[config.mk]
export PLATFORM = sky130hd
export DESIGN_NAME = config_chain_ctrl
export DESIGN_NICKNAME = d
export VERILOG_FILES = /design/src/rtl/cfg_ctrl_pkg.sv /design/src/rtl/sync_2ff.sv /design/src/rtl/config_chain_ctrl.sv
export SDC_FILE = /design/constraint.sdc
export NUM_CORES = 1
export LEC_CHECK = 0
export CELL_PAD_IN_SITES_DETAIL_PLACEMENT = 2
export CELL_PAD_IN_SITES_GLOBAL_PLACEMENT = 2
export CORE_MARGIN = 1
export CORE_UTILIZATION = 31
export DETAILED_ROUTE_END_ITERATION = 8
export GPL_TIMING_DRIVEN = 1
export PLACE_DENSITY = 0.82
export SYNTH_ARGS = -nofsm -noshare
export SYNTH_HDL_FRONTEND = slang
export SYNTH_SLANG_ARGS = --single-unit
[constraint.sdc]
create_clock -name pl_clk1 -period 4.58 [get_ports pl_clk1]
set_clock_uncertainty 0.05 [all_clocks]
set_input_delay 0.916 -clock pl_clk1 [delete_from_list [all_inputs] [get_ports pl_clk1]]
set_output_delay 0.916 -clock pl_clk1 [all_outputs]
set_load 0.1 [all_outputs]
[src/rtl/cfg_ctrl_pkg.sv]
// rtl/cfg_ctrl_pkg.sv - shared types and helpers for the configuration chain controller
//
// Contents:
//   cfg_state_t   - sequencer states
//   words_per_op  - number of WORD_W-bit words needed to cover a chain of chain_len bits
package cfg_ctrl_pkg;

    typedef enum logic [2:0] {
        ST_IDLE     = 3'd0,
        ST_FETCH    = 3'd1,
        ST_SHIFT_LO = 3'd2,
        ST_SHIFT_HI = 3'd3,
        ST_LOAD     = 3'd4,
        ST_FINISH   = 3'd5
    } cfg_state_t;

    function automatic int words_per_op(input int chain_len, input int word_w);
        return (chain_len + word_w - 1) / word_w;
    endfunction

endpackage

[src/rtl/sync_2ff.sv]
// rtl/sync_2ff.sv - two-flop synchronizer for a single asynchronous input bit
//
// Ports:
//   clk  - destination clock
//   rst  - asynchronous active-high reset, both flops clear to 0
//   d    - asynchronous input
//   q    - synchronized output, two clk cycles of latency
module sync_2ff (
    input  logic clk,
    input  logic rst,
    input  logic d,
    output logic q
);

    logic meta;

    always_ff @(posedge clk or posedge rst) begin
        if (rst) begin
            meta <= 1'b0;
            q    <= 1'b0;
        end else begin
            meta <= d;
            q    <= meta;
        end
    end

endmodule

[src/rtl/config_chain_ctrl.sv]
// rtl/config_chain_ctrl.sv - sequencer that shifts the DUT configuration chain and captures readback
//
// Ports:
//   pl_clk1, reset          - block clock, asynchronous active-high reset
//   start, abort            - operation request (IDLE only) and synchronous abort
//   clk_div, load_en        - half-period H and latch-strobe enable, both sampled at start
//   wr_data/valid/ready     - config words in, LSB shifted first
//   rd_data/valid/ready     - captured readback words out
//   busy, done, aborted     - status: not IDLE, normal completion pulse, abort pulse
//   config_clk/in/load      - chain pins driven to the DUT
//   config_out              - asynchronous serial readback from the DUT
module config_chain_ctrl
    import cfg_ctrl_pkg::*;
#(
    parameter int CHAIN_LEN = 768,
    parameter int WORD_W    = 32,
    parameter int DIV_W     = 8
) (
    input  logic              pl_clk1,
    input  logic              reset,
    input  logic              start,
    input  logic              abort,
    input  logic [DIV_W-1:0]  clk_div,
    input  logic              load_en,
    input  logic [WORD_W-1:0] wr_data,
    input  logic              wr_valid,
    output logic              wr_ready,
    output logic [WORD_W-1:0] rd_data,
    output logic              rd_valid,
    input  logic              rd_ready,
    output logic              busy,
    output logic              done,
    output logic              aborted,
    output logic              config_clk,
    output logic              config_in,
    output logic              config_load,
    input  logic              config_out
);

    localparam int NUM_WORDS      = words_per_op(CHAIN_LEN, WORD_W);
    localparam int LAST_WORD_BITS = CHAIN_LEN - (NUM_WORDS - 1) * WORD_W;
    localparam int BC_W           = $clog2(CHAIN_LEN + 1);
    localparam int WB_W           = (WORD_W > 1) ? $clog2(WORD_W) : 1;
    localparam int WI_W           = (NUM_WORDS > 1) ? $clog2(NUM_WORDS) : 1;
    localparam int PH_W           = DIV_W + 1;

    localparam logic [BC_W-1:0] LAST_BIT      = BC_W'(CHAIN_LEN - 1);
    localparam logic [WI_W-1:0] LAST_WORD     = WI_W'(NUM_WORDS - 1);
    localparam logic [WB_W-1:0] FULL_WORD_END = WB_W'(WORD_W - 1);
    localparam logic [WB_W-1:0] PART_WORD_END = WB_W'(LAST_WORD_BITS - 1);

    cfg_state_t        state;
    logic [DIV_W-1:0]  h_q;
    logic              load_en_q;
    logic [PH_W-1:0]   phase_cnt;
    logic [BC_W-1:0]   bit_cnt;
    logic [WB_W-1:0]   word_bit;
    logic [WI_W-1:0]   word_idx;
    logic [WORD_W-1:0] shreg;
    logic [WORD_W-1:0] cap;
    logic              cfg_out_sync;

    logic              shift_phase_end;
    logic              load_phase_end;
    logic [WB_W-1:0]   word_end_bit;
    logic              word_end;
    logic [WORD_W-1:0] cap_next;

    sync_2ff u_sync_cfg_out (
        .clk (pl_clk1),
        .rst (reset),
        .d   (config_out),
        .q   (cfg_out_sync)
    );

    // Shift phases last H cycles, the load strobe lasts 2H cycles.
    assign shift_phase_end = (phase_cnt == ({1'b0, h_q} - 1'b1));
    assign load_phase_end  = (phase_cnt == ({h_q, 1'b0} - 1'b1));

    // The last word of an operation may be partial; its final bit index is shorter.
    assign word_end_bit = (word_idx == LAST_WORD) ? PART_WORD_END : FULL_WORD_END;
    assign word_end     = (word_bit == word_end_bit);
    assign cap_next     = cap | (WORD_W'(cfg_out_sync) << word_bit);

    // Pins and handshakes decode straight from registered state, so reset clears them
    // asynchronously and wr_ready has no path from wr_valid.
    assign busy        = (state != ST_IDLE);
    assign wr_ready    = (state == ST_FETCH) && !rd_valid;
    assign config_clk  = (state == ST_SHIFT_HI);
    assign config_in   = ((state == ST_SHIFT_LO) || (state == ST_SHIFT_HI)) && shreg[0];
    assign config_load = (state == ST_LOAD);

    always_ff @(posedge pl_clk1 or posedge reset) begin
        if (reset) begin
            state     <= ST_IDLE;
            h_q       <= '0;
            load_en_q <= 1'b0;
            phase_cnt <= '0;
            bit_cnt   <= '0;
            word_bit  <= '0;
            word_idx  <= '0;
            shreg     <= '0;
            cap       <= '0;
            rd_data   <= '0;
            rd_valid  <= 1'b0;
            done      <= 1'b0;
            aborted   <= 1'b0;
        end else begin
            done    <= 1'b0;
            aborted <= 1'b0;

            if (rd_valid && rd_ready) begin
                rd_valid <= 1'b0;
            end

            if (abort && (state != ST_IDLE)) begin
                state     <= ST_IDLE;
                aborted   <= 1'b1;
                rd_valid  <= 1'b0;
                phase_cnt <= '0;
            end else begin
                case (state)
                    ST_IDLE: begin
                        // abort in IDLE blocks a simultaneous start
                        if (start && !abort) begin
                            h_q       <= (clk_div == '0) ? DIV_W'(1) : clk_div;
                            load_en_q <= load_en;
                            bit_cnt   <= '0;
                            word_idx  <= '0;
                            phase_cnt <= '0;
                            state     <= ST_FETCH;
                        end
                    end

                    ST_FETCH: begin
                        if (wr_valid && wr_ready) begin
                            shreg     <= wr_data;
                            cap       <= '0;
                            word_bit  <= '0;
                            phase_cnt <= '0;
                            state     <= ST_SHIFT_LO;
                        end
                    end

                    ST_SHIFT_LO: begin
                        if (shift_phase_end) begin
                            // Capture just before the rising edge: config_out still
                            // shows the bit that this edge will shift out.
                            phase_cnt <= '0;
                            state     <= ST_SHIFT_HI;
                            if (word_end) begin
                                rd_data  <= cap_next;
                                rd_valid <= 1'b1;
                                cap      <= '0;
                            end else begin
                                cap <= cap_next;
                            end
                        end else begin
                            phase_cnt <= phase_cnt + 1'b1;
                        end
                    end

                    ST_SHIFT_HI: begin
                        if (shift_phase_end) begin
                            phase_cnt <= '0;
                            bit_cnt   <= bit_cnt + 1'b1;
                            if (bit_cnt == LAST_BIT) begin
                                state <= load_en_q ? ST_LOAD : ST_FINISH;
                            end else if (word_end) begin
                                word_idx <= word_idx + 1'b1;
                                state    <= ST_FETCH;
                            end else begin
                                shreg    <= shreg >> 1;
                                word_bit <= word_bit + 1'b1;
                                state    <= ST_SHIFT_LO;
                            end
                        end else begin
                            phase_cnt <= phase_cnt + 1'b1;
                        end
                    end

                    ST_LOAD: begin
                        if (load_phase_end) begin
                            phase_cnt <= '0;
                            state     <= ST_FINISH;
                        end else begin
                            phase_cnt <= phase_cnt + 1'b1;
                        end
                    end

                    ST_FINISH: begin
                        // done only once the last readback word has left
                        if (!rd_valid) begin
                            done  <= 1'b1;
                            state <= ST_IDLE;
                        end
                    end

                    default: begin
                        state <= ST_IDLE;
                    end
                endcase
            end
        end
    end

endmodule

==> results.toml <==
[min_path]
hold_path_class = "reg -> reg"
worstHoldStart = "u_sync_cfg_out.meta"
holdPathEnd = "u_sync_cfg_out.q"
hold_depth = 0

[floorplanning]
dieArea_mm2 = 0.02299
core_region_area_mm2 = 0.02189
rows = 54
start_util_pct = 31.71
die_x_um = 151.6
ios = 88
die_y_um = 151.6

[yosys]
yosysMostFrequentCell = "dfrtp_1"
yosys_register_bits = 137
synth.top_cell.area_share_pct = 49.39
synth_top_area_cell = "dfrtp_1"
async_reset_ff_share_pct = 100.0
netlist_instances = 752
ys_seq_area_share_pct = 49.39
synth-edff-count = 0
synth_commonest_cells = "dfrtp_1 (137), nand2_1 (119), nor2_1 (64), nor3_1 (44), clkbuf_1 (42)"
syn-cell-area_mm2 = 0.006942
synthFlopType = "dfrtp_1"
synthesis.nets = 805
synth_area_leaders = "dfrtp_1 (49%), nand2_1 (6.4%), mux2_2 (5.8%)"
synth_cell_types = 51
ys_warn_count = 0
avgSynthCellArea_um2 = 9.231

[power_and_ir_drop]
switching_share_pct = 38.63
p_per_area_mw_per_mm2 = 535.1
clock_power_share_pct = 31.2
p_switching_w = 0.001788
power.internal_w = 0.002840
p_leak_nw = 3.726
pwr-share-comb_pct = 32.0
ir_drop_mv = 0.2608
power.total_w = 0.004628
seq_power_share_pct = 36.8

[finish]
area_growth_pct = 24.59
fillers = 2378
fin_util_pct = 39.51
diodes = 0
drive_gt1_share_pct = 11.20
final_nets = 870
final_cells = 1110

[clocking]
numCtsBuffers = 17
cts_sinks = 137
cts_setup_buffers = 0
htreeDepth = 4
clkSlewWorstSetupHoldPaths_ns = 0.06
clock_path_buffers = 2
clk_latency_ns = 0.44
clk_root_buffer_cell = "clkbuf_16"
cts_resized = 0
cts_tree = "done"
postCtsHoldBufs = 0

[timing]
worst_slew_pin_slew_ns = 1.023
relSlewSlack_pct = 31.60
grt_setup_unrepaired = "false"
slew_violations = 0
finalCriticalPeriod_ns = 4.114
hold_viol_final = 0
max_freq_mhz = 243.1
finalSetupViolCount = 0
period_share_pct = 89.83
setup_tns_ns = 0

[route]
firstDrtPassIters = 4
drtIter0Drc = 222
totalWireLength_mm = 20.63
wl_per_cell_um = 18.59
vias_per_cell = 5.157
route.detailed.drc = 0
vias = 5724
ant_nets = 0

[grt]
grt_pass1_wl_mm = 33.93
grtUsageTotal_pct = 19.25
first_global_vias = 6215
grt_max_degree = 71
grt_remaining_overflow = 0
antenna_found_initial = 0

[critical_path]
reg2reg_depth = 11
r2r_slack_ns = 0.47
crit_type = "reg -> reg"
worst_path_dominant_cell_family = "simple AND/OR/NAND/NOR gates"
end_kind = "flip-flop"
cp.arrival_ns = 4.43
slowest_stage = "or4b_2"
worstPathRequired_ns = 4.90
cp_cell_sequence = "inv_1 -> ha_1 -> or4b_2 -> nand3_1 -> nand4_1 -> a2111oi_2 -> and3_1 -> a31oi_2 -> buf_4 -> nor3_1 -> o21a_1"
worstPathMaxFanout = 18
r2r_start = "h_q[0]"
slowest_delay_ns = 0.70
path_buf_inv = 2
startpoint_type = "flip-flop"
timing.rr.end = "cap[11]"
cp.depth = 11

[placed_design]
placed_cells = 1078
numPortBuffers = 87
place.gp.congestion = 0.7794
hpwl_mm = 13.07

[flow_run]
cap_violations = 0

[status]
run_status = "completed"
layer usage:
layer	vias up	global-route usage, %	part of all wire, %
li1	2707	-	-
met1	2898	24.89	47
met2	91	31.45	48
met3	28	4.731	3.5
met4	0	6.188	1.5
met5	-	0	0
stage by stage:
step                instance area (um^2)  setup WS (ns)  hold slack, ns
floorplan                           6945         0.6324          0.2812
global placement                    8045         0.7781          0.2868
detailed placement                  8045         0.6287          0.2887
CTS                                 8648         0.4232          0.3039
global route                        8648         0.2698          0.3206
finish                              8648         0.4656          0.3011
power by group through the flow:
stage	clock network, W	registers (W)	logic, W
final	0.00144	0.00170	0.00148
after global routing	0.00152	0.00174	0.00165
after CTS	0.00148	0.00170	0.00151
after detailed placement	0	0.00172	0.00148
after global placement	0	0.00170	0.00143
after floorplan	0	0.00160	0.00118
layout make-up:
| type | instances | area, um^2 | area share [%] |
|---|---|---|---|
| Clock buffer | 19 | 432.9 | 5.006 |
| Clock inverter | 13 | 170.2 | 1.968 |
| Inverter | 21 | 82.58 | 0.9549 |
| Multi-Input combinational cell | 543 | 3228 | 37.33 |
| Sequential cell | 137 | 3428 | 39.64 |
| Tap cell | 280 | 350.3 | 4.051 |
| Timing Repair Buffer | 97 | 955.9 | 11.05 |
cell usage in the layout, fill, tap and decap left out, types with 6 or more instances in the layout:
cell             instances
o21ai_0                 37
and3_1                   9
nor3b_1                  7
clkinvlp_4               7
nor2b_1                  7
xnor2_1                 14
nand3_1                 21
buf_4                   10
inv_1                   20
mux2_2                  36
clkbuf_16               17
clkdlybuf4s50_1         86
nand2_1                119
nand2b_1                37
dfrtp_1                137
or2_2                    6
o21a_1                  32
nand4_1                  6
a31oi_1                 32
nor2_1                  64
nor3_1                  44
a21oi_1                 11
kinds of logic (layout without fill, tap and decap cells):
kind of cell               count (synthesis)  after routing  share of synthesized area, %
buffers and inverters                     72            150                         4.416
xor gates and xnor gates                  19             19                         2.397
AOI/OAI and AO/OA                        139            139                         12.94
muxes                                     40             40                         6.417
and+or+nand+nor                          339            339                         23.40
adders and majority gates                  6              6                         1.045
DFF                                      137            137                         49.39
worst max-delay path by stage:
stage	startpoint	end	slack [ns]
after detailed placement	h_q[0]	cap[11]	0.63
after CTS	h_q[0]	cap[11]	0.42
after global routing	h_q[0]	cap[11]	0.27
final	h_q[0]	cap[11]	0.47
after global placement	h_q[0]	cap[4]	0.78
after floorplan	rd_valid	wr_ready	0.63
flip-flops by register name (all words and copies together) (netlist names), 3 cells and up:
register   count
rd_data       32
h_q            8
cap           32
word_bit       5
bit_cnt       10
phase_cnt      9
state          3
shreg         32
(Power assumes the default switching activity.)
